--- src/rtl/sd_tx_ser_pkg.sv ---
// Shared types and constants for the SD 4-bit data-line transmit serializer.
package sd_tx_ser_pkg;

   typedef enum logic [2:0] {
      ST_IDLE,
      ST_START,
      ST_DATA,
      ST_CRC,
      ST_STOP
   } tx_state_e;

   localparam logic [15:0] CRC16_POLY       = 16'h1021;
   localparam int          NIBBLES_PER_WORD = 8;
   localparam int          CRC_LEN          = 16;

   // Nibble 0 is the most significant nibble of the word.
   function automatic logic [3:0] nibble_sel(input logic [31:0] word, input logic [2:0] idx);
      logic [31:0] shifted;
      shifted = word << {idx, 2'b00};
      return shifted[31:28];
   endfunction

endpackage

--- src/rtl/sd_data_tx_ser_if.sv ---
// Control, FIFO read port and SD DAT line bundle of the transmit serializer.
interface sd_data_tx_ser_if;

   logic        start;
   logic [6:0]  blk_words;
   logic [31:0] fifo_q;
   logic        fifo_empty;
   logic        fifo_rd;
   logic [3:0]  dat_o;
   logic        dat_oe;
   logic        busy;
   logic        done;
   logic        underrun;

   modport master (
      output start, blk_words, fifo_q, fifo_empty,
      input  fifo_rd, dat_o, dat_oe, busy, done, underrun
   );

   modport slave (
      input  start, blk_words, fifo_q, fifo_empty,
      output fifo_rd, dat_o, dat_oe, busy, done, underrun
   );

endinterface

--- src/rtl/sd_crc16_lane.sv ---
// One-bit serial CRC16 (x^16+x^12+x^5+1, init 0) with clear, update and shift-out.
// Compiled in only when SD_TX_CRC_EN is defined.
`ifdef SD_TX_CRC_EN
module sd_crc16_lane
   import sd_tx_ser_pkg::*;
(
   input  logic rclk,
   input  logic rst,
   input  logic clr,
   input  logic en,
   input  logic shift,
   input  logic din,
   output logic dout
);

   logic [CRC_LEN-1:0] crc;
   logic               fb;

   assign fb   = din ^ crc[CRC_LEN-1];
   assign dout = crc[CRC_LEN-1];

   // NOTE: sequential state is written only with non-blocking assignments so
   // every register samples pre-edge values regardless of block ordering.
   always_ff @(posedge rclk or posedge rst) begin
      if (rst) begin
         crc <= '0;
      end else if (clr) begin
         crc <= '0;
      end else if (en) begin
         crc <= {crc[CRC_LEN-2:0], 1'b0} ^ (fb ? CRC16_POLY : '0);
      end else if (shift) begin
         crc <= {crc[CRC_LEN-2:0], 1'b0};
      end
   end

endmodule
`endif

--- src/rtl/sd_data_tx_ser.sv ---
// SD 4-bit DAT transmit serializer: start bit, FIFO words as nibbles, per-lane CRC16, stop bit.
// Define SD_TX_CRC_EN to build the CRC generators and CRC phase; otherwise DATA goes straight to STOP.
module sd_data_tx_ser
   import sd_tx_ser_pkg::*;
(
   input  logic           rclk,
   input  logic           rst,
   sd_data_tx_ser_if.slave bus
);

   tx_state_e  state;
   logic [6:0] blk_len;
   logic [6:0] word_cnt;
   logic [2:0] nib_cnt;
   logic       fifo_rd_q;
   logic       dat_oe_q;
   logic       busy_q;
   logic       done_q;
   logic       underrun_q;
   logic [3:0] data_nib;
   logic [3:0] crc_bits;
   logic [3:0] dat_o_c;
   logic       accept;
   logic       starve;
   logic       last_nib;
   logic       last_word;

   assign accept    = (state == ST_IDLE) && bus.start && (bus.blk_words != 7'd0);
   assign starve    = (state == ST_DATA) && (nib_cnt == 3'd0) && bus.fifo_empty;
   assign last_nib  = (nib_cnt == 3'(NIBBLES_PER_WORD - 1));
   assign last_word = (word_cnt == blk_len - 7'd1);
   assign data_nib  = nibble_sel(bus.fifo_q, nib_cnt);

`ifdef SD_TX_CRC_EN
   logic [3:0] crc_cnt;
   logic       crc_en;
   logic       crc_shift;

   // Lanes absorb the nibble on the wire; a starved nibble is never sent.
   assign crc_en    = (state == ST_DATA) && !starve;
   assign crc_shift = (state == ST_CRC);

   for (genvar i = 0; i < 4; i++) begin : g_lane
      sd_crc16_lane u_lane (
         .rclk  (rclk),
         .rst   (rst),
         .clr   (accept),
         .en    (crc_en),
         .shift (crc_shift),
         .din   (data_nib[i]),
         .dout  (crc_bits[i])
      );
   end
`else
   assign crc_bits = 4'h0;
`endif

   always_ff @(posedge rclk or posedge rst) begin
      if (rst) begin
         state      <= ST_IDLE;
         blk_len    <= '0;
         word_cnt   <= '0;
         nib_cnt    <= '0;
         fifo_rd_q  <= 1'b0;
         dat_oe_q   <= 1'b0;
         busy_q     <= 1'b0;
         done_q     <= 1'b0;
         underrun_q <= 1'b0;
`ifdef SD_TX_CRC_EN
         crc_cnt    <= '0;
`endif
      end else begin
         done_q    <= 1'b0;
         fifo_rd_q <= 1'b0;
         case (state)
            ST_IDLE: begin
               if (accept) begin
                  blk_len    <= bus.blk_words;
                  word_cnt   <= '0;
                  nib_cnt    <= '0;
                  underrun_q <= 1'b0;
                  dat_oe_q   <= 1'b1;
                  busy_q     <= 1'b1;
                  state      <= ST_START;
               end
            end
            ST_START: state <= ST_DATA;
            ST_DATA: begin
               if (starve) begin
                  underrun_q <= 1'b1;
                  dat_oe_q   <= 1'b0;
                  busy_q     <= 1'b0;
                  state      <= ST_IDLE;
               end else begin
                  nib_cnt <= nib_cnt + 3'd1;
                  // Pop strobe is registered one nibble early so it is high on nibble 7.
                  if (nib_cnt == 3'(NIBBLES_PER_WORD - 2)) fifo_rd_q <= 1'b1;
                  if (last_nib) begin
                     word_cnt <= word_cnt + 7'd1;
                     if (last_word) begin
`ifdef SD_TX_CRC_EN
                        crc_cnt <= '0;
                        state   <= ST_CRC;
`else
                        state   <= ST_STOP;
`endif
                     end
                  end
               end
            end
            ST_CRC: begin
`ifdef SD_TX_CRC_EN
               crc_cnt <= crc_cnt + 4'd1;
               if (crc_cnt == 4'(CRC_LEN - 1)) state <= ST_STOP;
`else
               state <= ST_STOP;
`endif
            end
            ST_STOP: begin
               dat_oe_q <= 1'b0;
               busy_q   <= 1'b0;
               done_q   <= 1'b1;
               state    <= ST_IDLE;
            end
            default: state <= ST_IDLE;
         endcase
      end
   end

   // NOTE: the default assignment ahead of the case keeps this block purely
   // combinational; any path that left dat_o_c unassigned would infer a latch.
   always_comb begin
      dat_o_c = 4'hF;
      case (state)
         ST_START: dat_o_c = 4'h0;
         ST_DATA:  dat_o_c = data_nib;
         ST_CRC:   dat_o_c = crc_bits;
         default:  dat_o_c = 4'hF;
      endcase
   end

   assign bus.dat_o    = dat_o_c;
   assign bus.dat_oe   = dat_oe_q;
   assign bus.fifo_rd  = fifo_rd_q;
   assign bus.busy     = busy_q;
   assign bus.done     = done_q;
   assign bus.underrun = underrun_q;

endmodule

--- src/flat_wrapper.sv ---
// flat-port wrapper written by rule: the top's interface ports become plain ports
module sd_data_tx_ser_flat import sd_tx_ser_pkg::*;
  (rclk, rst, bus_start, bus_blk_words, bus_fifo_q, bus_fifo_empty, bus_fifo_rd, bus_dat_o, bus_dat_oe, bus_busy, bus_done, bus_underrun);
  sd_data_tx_ser_if bus_i ();
  input  logic rclk;
  input  logic rst;
  input wire logic [$bits(bus_i.start)-1:0] bus_start;
  input wire logic [$bits(bus_i.blk_words)-1:0] bus_blk_words;
  input wire logic [$bits(bus_i.fifo_q)-1:0] bus_fifo_q;
  input wire logic [$bits(bus_i.fifo_empty)-1:0] bus_fifo_empty;
  output wire logic [$bits(bus_i.fifo_rd)-1:0] bus_fifo_rd;
  output wire logic [$bits(bus_i.dat_o)-1:0] bus_dat_o;
  output wire logic [$bits(bus_i.dat_oe)-1:0] bus_dat_oe;
  output wire logic [$bits(bus_i.busy)-1:0] bus_busy;
  output wire logic [$bits(bus_i.done)-1:0] bus_done;
  output wire logic [$bits(bus_i.underrun)-1:0] bus_underrun;
  assign bus_i.start = bus_start;
  assign bus_i.blk_words = bus_blk_words;
  assign bus_i.fifo_q = bus_fifo_q;
  assign bus_i.fifo_empty = bus_fifo_empty;
  assign bus_fifo_rd = bus_i.fifo_rd;
  assign bus_dat_o = bus_i.dat_o;
  assign bus_dat_oe = bus_i.dat_oe;
  assign bus_busy = bus_i.busy;
  assign bus_done = bus_i.done;
  assign bus_underrun = bus_i.underrun;
  sd_data_tx_ser u_core (.rclk(rclk), .rst(rst), .bus(bus_i));
endmodule
--- config.mk ---
export PLATFORM = sky130hd
export DESIGN_NAME = sd_data_tx_ser_flat
export DESIGN_NICKNAME = d
export VERILOG_FILES = /design/src/rtl/sd_tx_ser_pkg.sv /design/src/rtl/sd_data_tx_ser_if.sv /design/src/rtl/sd_crc16_lane.sv /design/src/rtl/sd_data_tx_ser.sv /design/src/flat_wrapper.sv
export SDC_FILE = /design/constraint.sdc
export NUM_CORES = 1
export LEC_CHECK = 0
export CAP_MARGIN = 5
export CELL_PAD_IN_SITES_DETAIL_PLACEMENT = 1
export CELL_PAD_IN_SITES_GLOBAL_PLACEMENT = 2
export CORE_ASPECT_RATIO = 1.5
export CORE_MARGIN = 2
export CORE_UTILIZATION = 28
export DETAILED_ROUTE_END_ITERATION = 7
export GPL_TIMING_DRIVEN = 0
export PLACE_DENSITY_LB_ADDON = 0.1
export SLEW_MARGIN = 20
export SYNTH_ARGS = -nofsm -noshare
export SYNTH_HDL_FRONTEND = slang
export SYNTH_SLANG_ARGS = --single-unit
--- constraint.sdc ---
create_clock -name rclk -period 2.7 [get_ports rclk]
set_input_delay 0.675 -clock rclk [delete_from_list [all_inputs] [get_ports rclk]]
set_output_delay 0.675 -clock rclk [all_outputs]
set_load 0.02 [all_outputs]
==> key figures, run 1 <==
GRT
  • Antenna violations before repair: 0
  • Vias in the first global route: 1770
  • GR Overflow Total: 0
  • Largest net degree at the start of global routing: 25
  • First-pass GRT wire length: 8340 um
  • Total track usage: 16.3%

Timing
  • Hold Vio Cnt, Final: 0
  • Minimum clock period: 2560 ps
  • Worst Skew: 5.10 ps
  • Worst-Margin Slew: 917 ps
  • Final setup viols: 0
  • Rel. slew slack: 38.5%
  • Post-route clock period utilization: 94.7%
  • Final Slew Violations: 0
  • Peak Freq: 391 MHz
  • Final worst slack: 144 ps
  • RSZ-0062 raised after global routing: no

Layout
  • Area Growth Syn to Fin: 43.9%
  • Layout cell share with drive strength beyond 1: 14.7%
  • Nets: 281
  • Fillers: 652
  • Ant. Diodes: 0
  • Post-route cell area: 2450 um2

Setup path
  • CP startpoint: u_core.nib_cnt[0]$_DFFE_PP0P_
  • CP endpoint: bus_dat_o[2]
  • Delay of the slowest critical-path stage: 530 ps
  • Worst EP arrival: 1880 ps
  • Crit start category: flip-flop
  • Crit path capture type: primary output
  • Worst EP required: 2030 ps
  • Reg-to-reg startpoint: u_core.nib_cnt[1]$_DFFE_PP0P_
  • Worst-path fanout max: 10
  • CP max-delay cell: mux4_2
  • Crit-path cells: buf_4, mux4_2, mux2i_1, a21o_1, nand2_1, buf_6
  • Crit Path Class: reg -> out
  • FF-to-FF path depth: 9
  • R2r endpoint: u_core.word_cnt[6]$_DFFE_PP0P_
  • R2r setup slk: 540 ps

Outcome
  • Status: finished clean

Logic synthesis
  • Mapped Area: 1700 um2
  • Sequential share of the synthesized area: 35.2%
  • Unique masters post-synth: 38
  • Synth Register Bits: 24
  • Yosys Warn Count: 0
  • Mean Syn Cell Area: 9.68 um2
  • Net Count, Synth: 225
  • Mapped Cells: 176

Drt
  • Number of remaining DRC errors: 0
  • Via Count: 1537
  • DRT iter0 DRCs: 70
  • DR vias/cell: 5.07
  • Post-route ant nets: 0
  • 1st-pass router iterations: 4
  • WL per Instance: 16.5 um
  • WL final: 5000 um

CTS
  • CTS tree: done
  • Setup Fix Bufs, Post-CTS: 0
  • Num CTS Buffers: 3
  • CTS Sinks: 24
  • Max clock buf depth: 2
  • Clk_lat worst skew: 270 ps
  • Clk pin slew, worst setup/hold paths: 90 ps
  • Root Driver: clkbuf_8
  • H-tree levels: 1

Floorplan
  • DIE AREA: 6740 um2
  • Die width: 67.7 um
  • Die height: 99.5 um
  • Core ar.: 5830 um2
  • Row Count: 34
  • Initial Utilization: 29.2%
  • Ports: 52

Pwr
  • Max rail drop VDD: 305 uV
  • Leakage dissipation: 1.26 nW
  • PwrDens: 772 nW/um2

Place
  • Placed cell area: 2300 um2
  • I/O Buffers: 51
  • Global placement routability congestion: 0.796
  • Dpl ws: -410 ps
  • Hpwl dp: 4100 um

Hold path
  • HP Class: reg -> reg

Flow run
  • Max-Cap Viols: 0
==> worst max-delay path, delay by kind of cell (launching register included) <==
family	cells	cell delay, ps
AND/OR/NAND/NOR	1	70
multiplexers	2	690
buffers and inverters	2	370
AO/OA/AOI/OAI	1	130
flip-flops	1	360
==> report_power, final <==
group          switching (W)  total (W)  internal [W]
sequential          0.000109   0.000558      0.000449
clock               0.000122   0.000320      0.000198
combinational       0.000522    0.00101      0.000493
total               0.000752    0.00189       0.00114
==> state kept, by name, summed over array words and instances (netlist names) <==
signal	count
u_core.blk_len	7
u_core.bus.dat_oe	1
u_core.bus.done	1
u_core.bus.fifo_rd	1
u_core.bus.underrun	1
u_core.nib_cnt	3
u_core.state	3
u_core.word_cnt	7
==> per-layer routing <==
| layer | vias to the layer above | part of all wire [%] | track usage [%] |
|---|---|---|---|
| met2 | 41 | 57 | 31.1 |
| li1 | 739 | - | - |
| met5 | - | 0 | 0 |
| met4 | 0 | 2.0 | 5.65 |
| met1 | 748 | 37 | 17.0 |
| met3 | 9 | 3.4 | 2.83 |
==> layout make-up <==
cell class	count	area [um2]	share of cell area, %
flip-flops and latches	24	601	24.5
clock inverters	1	30.0	1.22
inverters	10	37.5	1.53
clock buffers	3	41.3	1.68
repair buffers	51	581	23.7
well taps	72	90.1	3.67
multi-input cells	131	1010	41.2
plain buffers	11	62.6	2.55
==> stage by stage <==
| step | TNS (ps) | hold slack, ps | instances | total power (W) | utilization (%) |
|---|---|---|---|---|---|
| final | 0 | 553 | 303 | 0.00189 | 42.1 |
| after global routing | 0 | 608 | 303 | 0.00206 | 42.1 |
| after CTS | 0 | 562 | 303 | 0.00192 | 40.8 |
| after detailed placement | -1620 | 545 | 299 | 0.00158 | 39.5 |
| after global placement | -1600 | 518 | 299 | 0.00156 | 39.5 |
| after floorplan | 0 | 501 | 176 | 0.00123 | - |
==> layout by cell type, fill, tap and decap left out, types with 3 or more instances in the layout <==
cell type        netlist  routed
dlymetal6s2s_1         0      28
dfrtp_1               24      24
nand2_1               19      18
clkdlybuf4s50_1        0      15
o21ai_0               14      14
inv_1                 10       9
a21oi_1                9       9
nor2_1                 9       9
xor2_1                 9       9
mux4_2                 8       8
nand3_1                6       6
ha_1                   6       6
buf_4                  4       5
a21o_1                 5       5
clkbuf_1               5       4
nand4_1                4       4
or3_1                  4       4
mux2i_1                4       4
xnor2_1                4       4
dlygate4sd2_1          0       4
buf_6                  0       4
and3_1                 3       3
nor3_1                 3       3
mux2_2                 3       3
clkbuf_8               0       3
==> cell usage after synthesis (all sizes together) <==
library cell	n	area, um2
dfrtp	24	601
nand2b	2	12.5
ha	6	75.1
o211ai	1	7.51
xnor2	4	35.0
inv	10	37.5
mux2	4	48.8
nand2	20	77.6
a21oi	9	45.0
nor2	10	40.0
nand3	6	30.0
nand4	4	25.0
o32ai	1	8.76
a211oi	1	20.0
a22o	2	17.5
and4	1	8.76
nor4	1	6.26
o221ai	1	8.76
mux4	8	180
o21ai	14	70.1
a21o	5	37.5
or3	4	25.0
o311a	1	10.0
a31oi	1	6.26
nor3b	2	25.0
mux2i	4	40.0
nor3	4	25.0
and3	3	18.8
nand3b	2	15.0
clkbuf	5	18.8
a311oi	1	8.76
buf	6	40.0
xor2	9	78.8
==> repair_timing <==
action,in CTS,in global routing
setup endpoints to repair,4,4
pin swaps,3,0
resized for setup,28,33
hold buffers,0,0
==> kinds of logic after synthesis <==
logic type / count (synthesis) / share of synthesized area (%)
buf+inv: 21 / 5.65
xor+xnor: 13 / 6.68
mux: 16 / 15.8
fa+ha+maj: 6 / 4.41
simple gates: 59 / 18.1
flops: 24 / 35.2
compound gates: 37 / 14.1
==> how the worst min path moves through the flow <==
stage,start,end,depth (start not counted)
after floorplan,u_core.blk_len[6]$_DFFE_PP0P_,u_core.blk_len[6]$_DFFE_PP0P_,1
final,u_core.bus.underrun$_DFFE_PP0P_,u_core.bus.underrun$_DFFE_PP0P_,2
after CTS,u_core.bus.underrun$_DFFE_PP0P_,u_core.bus.underrun$_DFFE_PP0P_,2
after global placement,u_core.bus.underrun$_DFFE_PP0P_,u_core.bus.underrun$_DFFE_PP0P_,2
after detailed placement,u_core.bus.underrun$_DFFE_PP0P_,u_core.bus.underrun$_DFFE_PP0P_,2
after global routing,u_core.blk_len[6]$_DFFE_PP0P_,u_core.blk_len[6]$_DFFE_PP0P_,1
(Power assumes the default switching activity.)
==> inputs of run 2 (changes only) <==
PLACE_DENSITY = 0.87   (was not set)
PLACE_DENSITY_LB_ADDON = not set   (was 0.1)
==> run 2 against run 1 <==
  * Sequential power up 1%
  * Count of clock-buffer cells in the layout up 1
  * Clock power down 22%
  * Non-clock buffer count unchanged
  * Final cell count unchanged
  * Setup slack worse by 7.0 ps
  * Sequential share of layout area up 0.50 points
  * Critical path depth unchanged
  * Utilization down 0.84 points
==> key figures, run 2 (synthesis results as in run 1) <==
Pwr
  • Sequential fraction of design power: 30.9%
  • P_int: 0.00107 W
  • Switching share of power: 41.5%
  • Switching pwr: 0.000756 W
  • PwrDens: 759 nW/um2
  • Leakage dissipation: 1.20 nW
  • Tot Pwr: 0.00182 W
  • Comb pwr share: 55.4%
  • Max rail drop VDD: 260 uV
  • Clock network fraction of design power: 13.6%

Place
  • Dpl ws: -462 ps
  • Inst Count DP: 299
  • Global placement routability congestion: 0.785
  • Hpwl dp: 3850 um
  • Placed cell area: 2300 um2
  • I/O Buffers: 51

Layout
  • Most frequent cells in the layout: dfrtp_1 (24), dlymetal6s2s_1 (20), nand2_1 (19), clkdlybuf4s50_1 (15), o21ai_0 (14)
  • Biggest regs: u_core.blk_len (7), u_core.word_cnt (7)
  • Commonest non-fill, non-tap cell in the layout: dfrtp_1
  • Nets: 281
  • Post-Layout Cell Count: 303
  • Area Growth Syn to Fin: 41.0%
  • Ant. Diodes: 0
  • Post-route cell area: 2400 um2
  • Layout cell share with drive strength beyond 1: 14.3%

Timing
  • Final worst slack: 137 ps
  • Rel. slew slack: 35.8%
  • Minimum clock period: 2560 ps
  • Setup TNS: 0 ps
  • Post-route clock period utilization: 94.9%
  • Worst-Margin Slew: 962 ps
  • Hold Vio Cnt, Final: 0
  • Peak Freq: 390 MHz
  • Worst Skew: 1.98 ps
  • RSZ-0062 raised after global routing: no
  • Final Slew Violations: 0
  • Final setup viols: 0

Floorplan
  • Ports: 52
  • DIE AREA: 6740 um2
  • Initial Utilization: 29.2%
  • Row Count: 34
  • Core ar.: 5830 um2
  • Die height: 99.5 um
  • Die width: 67.7 um

Drt
  • Via Count: 1523
  • DR vias/cell: 5.03
  • WL per Instance: 15.7 um
  • DRT iter0 DRCs: 26
  • Post-route ant nets: 0
  • Number of remaining DRC errors: 0
  • 1st-pass router iterations: 4
  • WL final: 4750 um

Setup path
  • Worst-path fanout max: 1
  • Worst EP arrival: 1890 ps
  • R2r setup slk: 580 ps
  • CP max-delay cell: mux4_2
  • FF-to-FF path depth: 9
  • Crit path capture type: primary output
  • Reg-to-reg startpoint: u_core.nib_cnt[1]$_DFFE_PP0P_
  • Crit start category: primary input
  • R2r endpoint: u_core.word_cnt[5]$_DFFE_PP0P_
  • Delay of the slowest critical-path stage: 460 ps
  • Worst EP required: 2030 ps
  • Crit-path cells: dlygate4sd2_1, mux4_2, mux2i_1, a21o_1, nand2_1, buf_6
  • Crit Path Class: in -> out

CTS
  • Clk_lat worst skew: 260 ps
  • H-tree levels: 1
  • CTS Sinks: 24
  • Hold_buf cts: 0
  • Root Driver: clkbuf_8
  • Num CTS Buffers: 3
  • CTS tree: done
  • Max clock buf depth: 2
  • Clk pin slew, worst setup/hold paths: 90 ps

Hold path
  • Hold_sp: u_core.bus.underrun$_DFFE_PP0P_
  • Hold EP: u_core.bus.underrun$_DFFE_PP0P_
  • HP Class: reg -> reg
  • Hold Path Depth: 2

GRT
  • Total track usage: 15.3%
  • Largest net degree at the start of global routing: 25
  • First-pass GRT wire length: 7950 um
  • Antenna violations before repair: 0
  • Vias in the first global route: 1706
  • GR Overflow Total: 0

Flow run
  • Max-Cap Viols: 0

Outcome
  • Status: finished clean
## run 2: worst max path at each step
stage / start / to
floorplan: bus_fifo_q[0] / bus_dat_o[0]
global placement: bus_fifo_q[0] / bus_dat_o[0]
detailed placement: bus_fifo_q[0] / bus_dat_o[0]
CTS: u_core.nib_cnt[1]$_DFFE_PP0P_ / bus_dat_o[0]
global route: u_core.nib_cnt[0]$_DFFE_PP0P_ / bus_dat_o[0]
finish: bus_fifo_q[0] / bus_dat_o[0]
## run 2: layer usage
| metal | vias up | routed length, um | GRT usage (%) |
|---|---|---|---|
| met4 | 0 | 50 | 4.08 |
| li1 | 738 | - | - |
| met5 | - | 0 | 0 |
| met3 | 4 | 123 | 1.92 |
| met1 | 751 | 1730 | 15.4 |
| met2 | 30 | 2840 | 31.1 |
## run 2: final cells by class
cell class / count / area, um2
clock buffer: 4 / 55.1
multi-input combinational: 131 / 1010
inverter: 10 / 37.5
buffer: 11 / 62.6
timing repair buffer: 51 / 551
sequential: 24 / 601
tap: 72 / 90.1
fill: 659 / 3420
## run 2: through the flow
stage,hold WS (ps),utilization (%)
final,568,41.2
after global routing,606,41.2
after CTS,578,40.4
after detailed placement,556,39.5
after global placement,528,39.5
after floorplan,501,-
## run 2: repair_timing
item                                    CTS  global route
pin swaps                                 2             0
buffers inserted                          0             0
resized for setup                        37            22
endpoints found under the setup margin    4             4
## run 2: critical path, delay by kind of cell
| kind | cells | cell delay, ps |
|---|---|---|
| and+or+nand+nor | 1 | 70 |
| muxes | 2 | 620 |
| buffers and inverters | 2 | 390 |
| AOI/OAI and AO/OA | 1 | 130 |
## run 2: power by group through the flow
stage                     Clock (W)  Sequential, W  Combinational, W
final                      0.000249       0.000565           0.00101
after global routing       0.000272       0.000581           0.00113
after CTS                  0.000259       0.000567           0.00103
after detailed placement          0       0.000574           0.00101
after global placement            0       0.000569          0.000993
after floorplan                   0       0.000553          0.000676
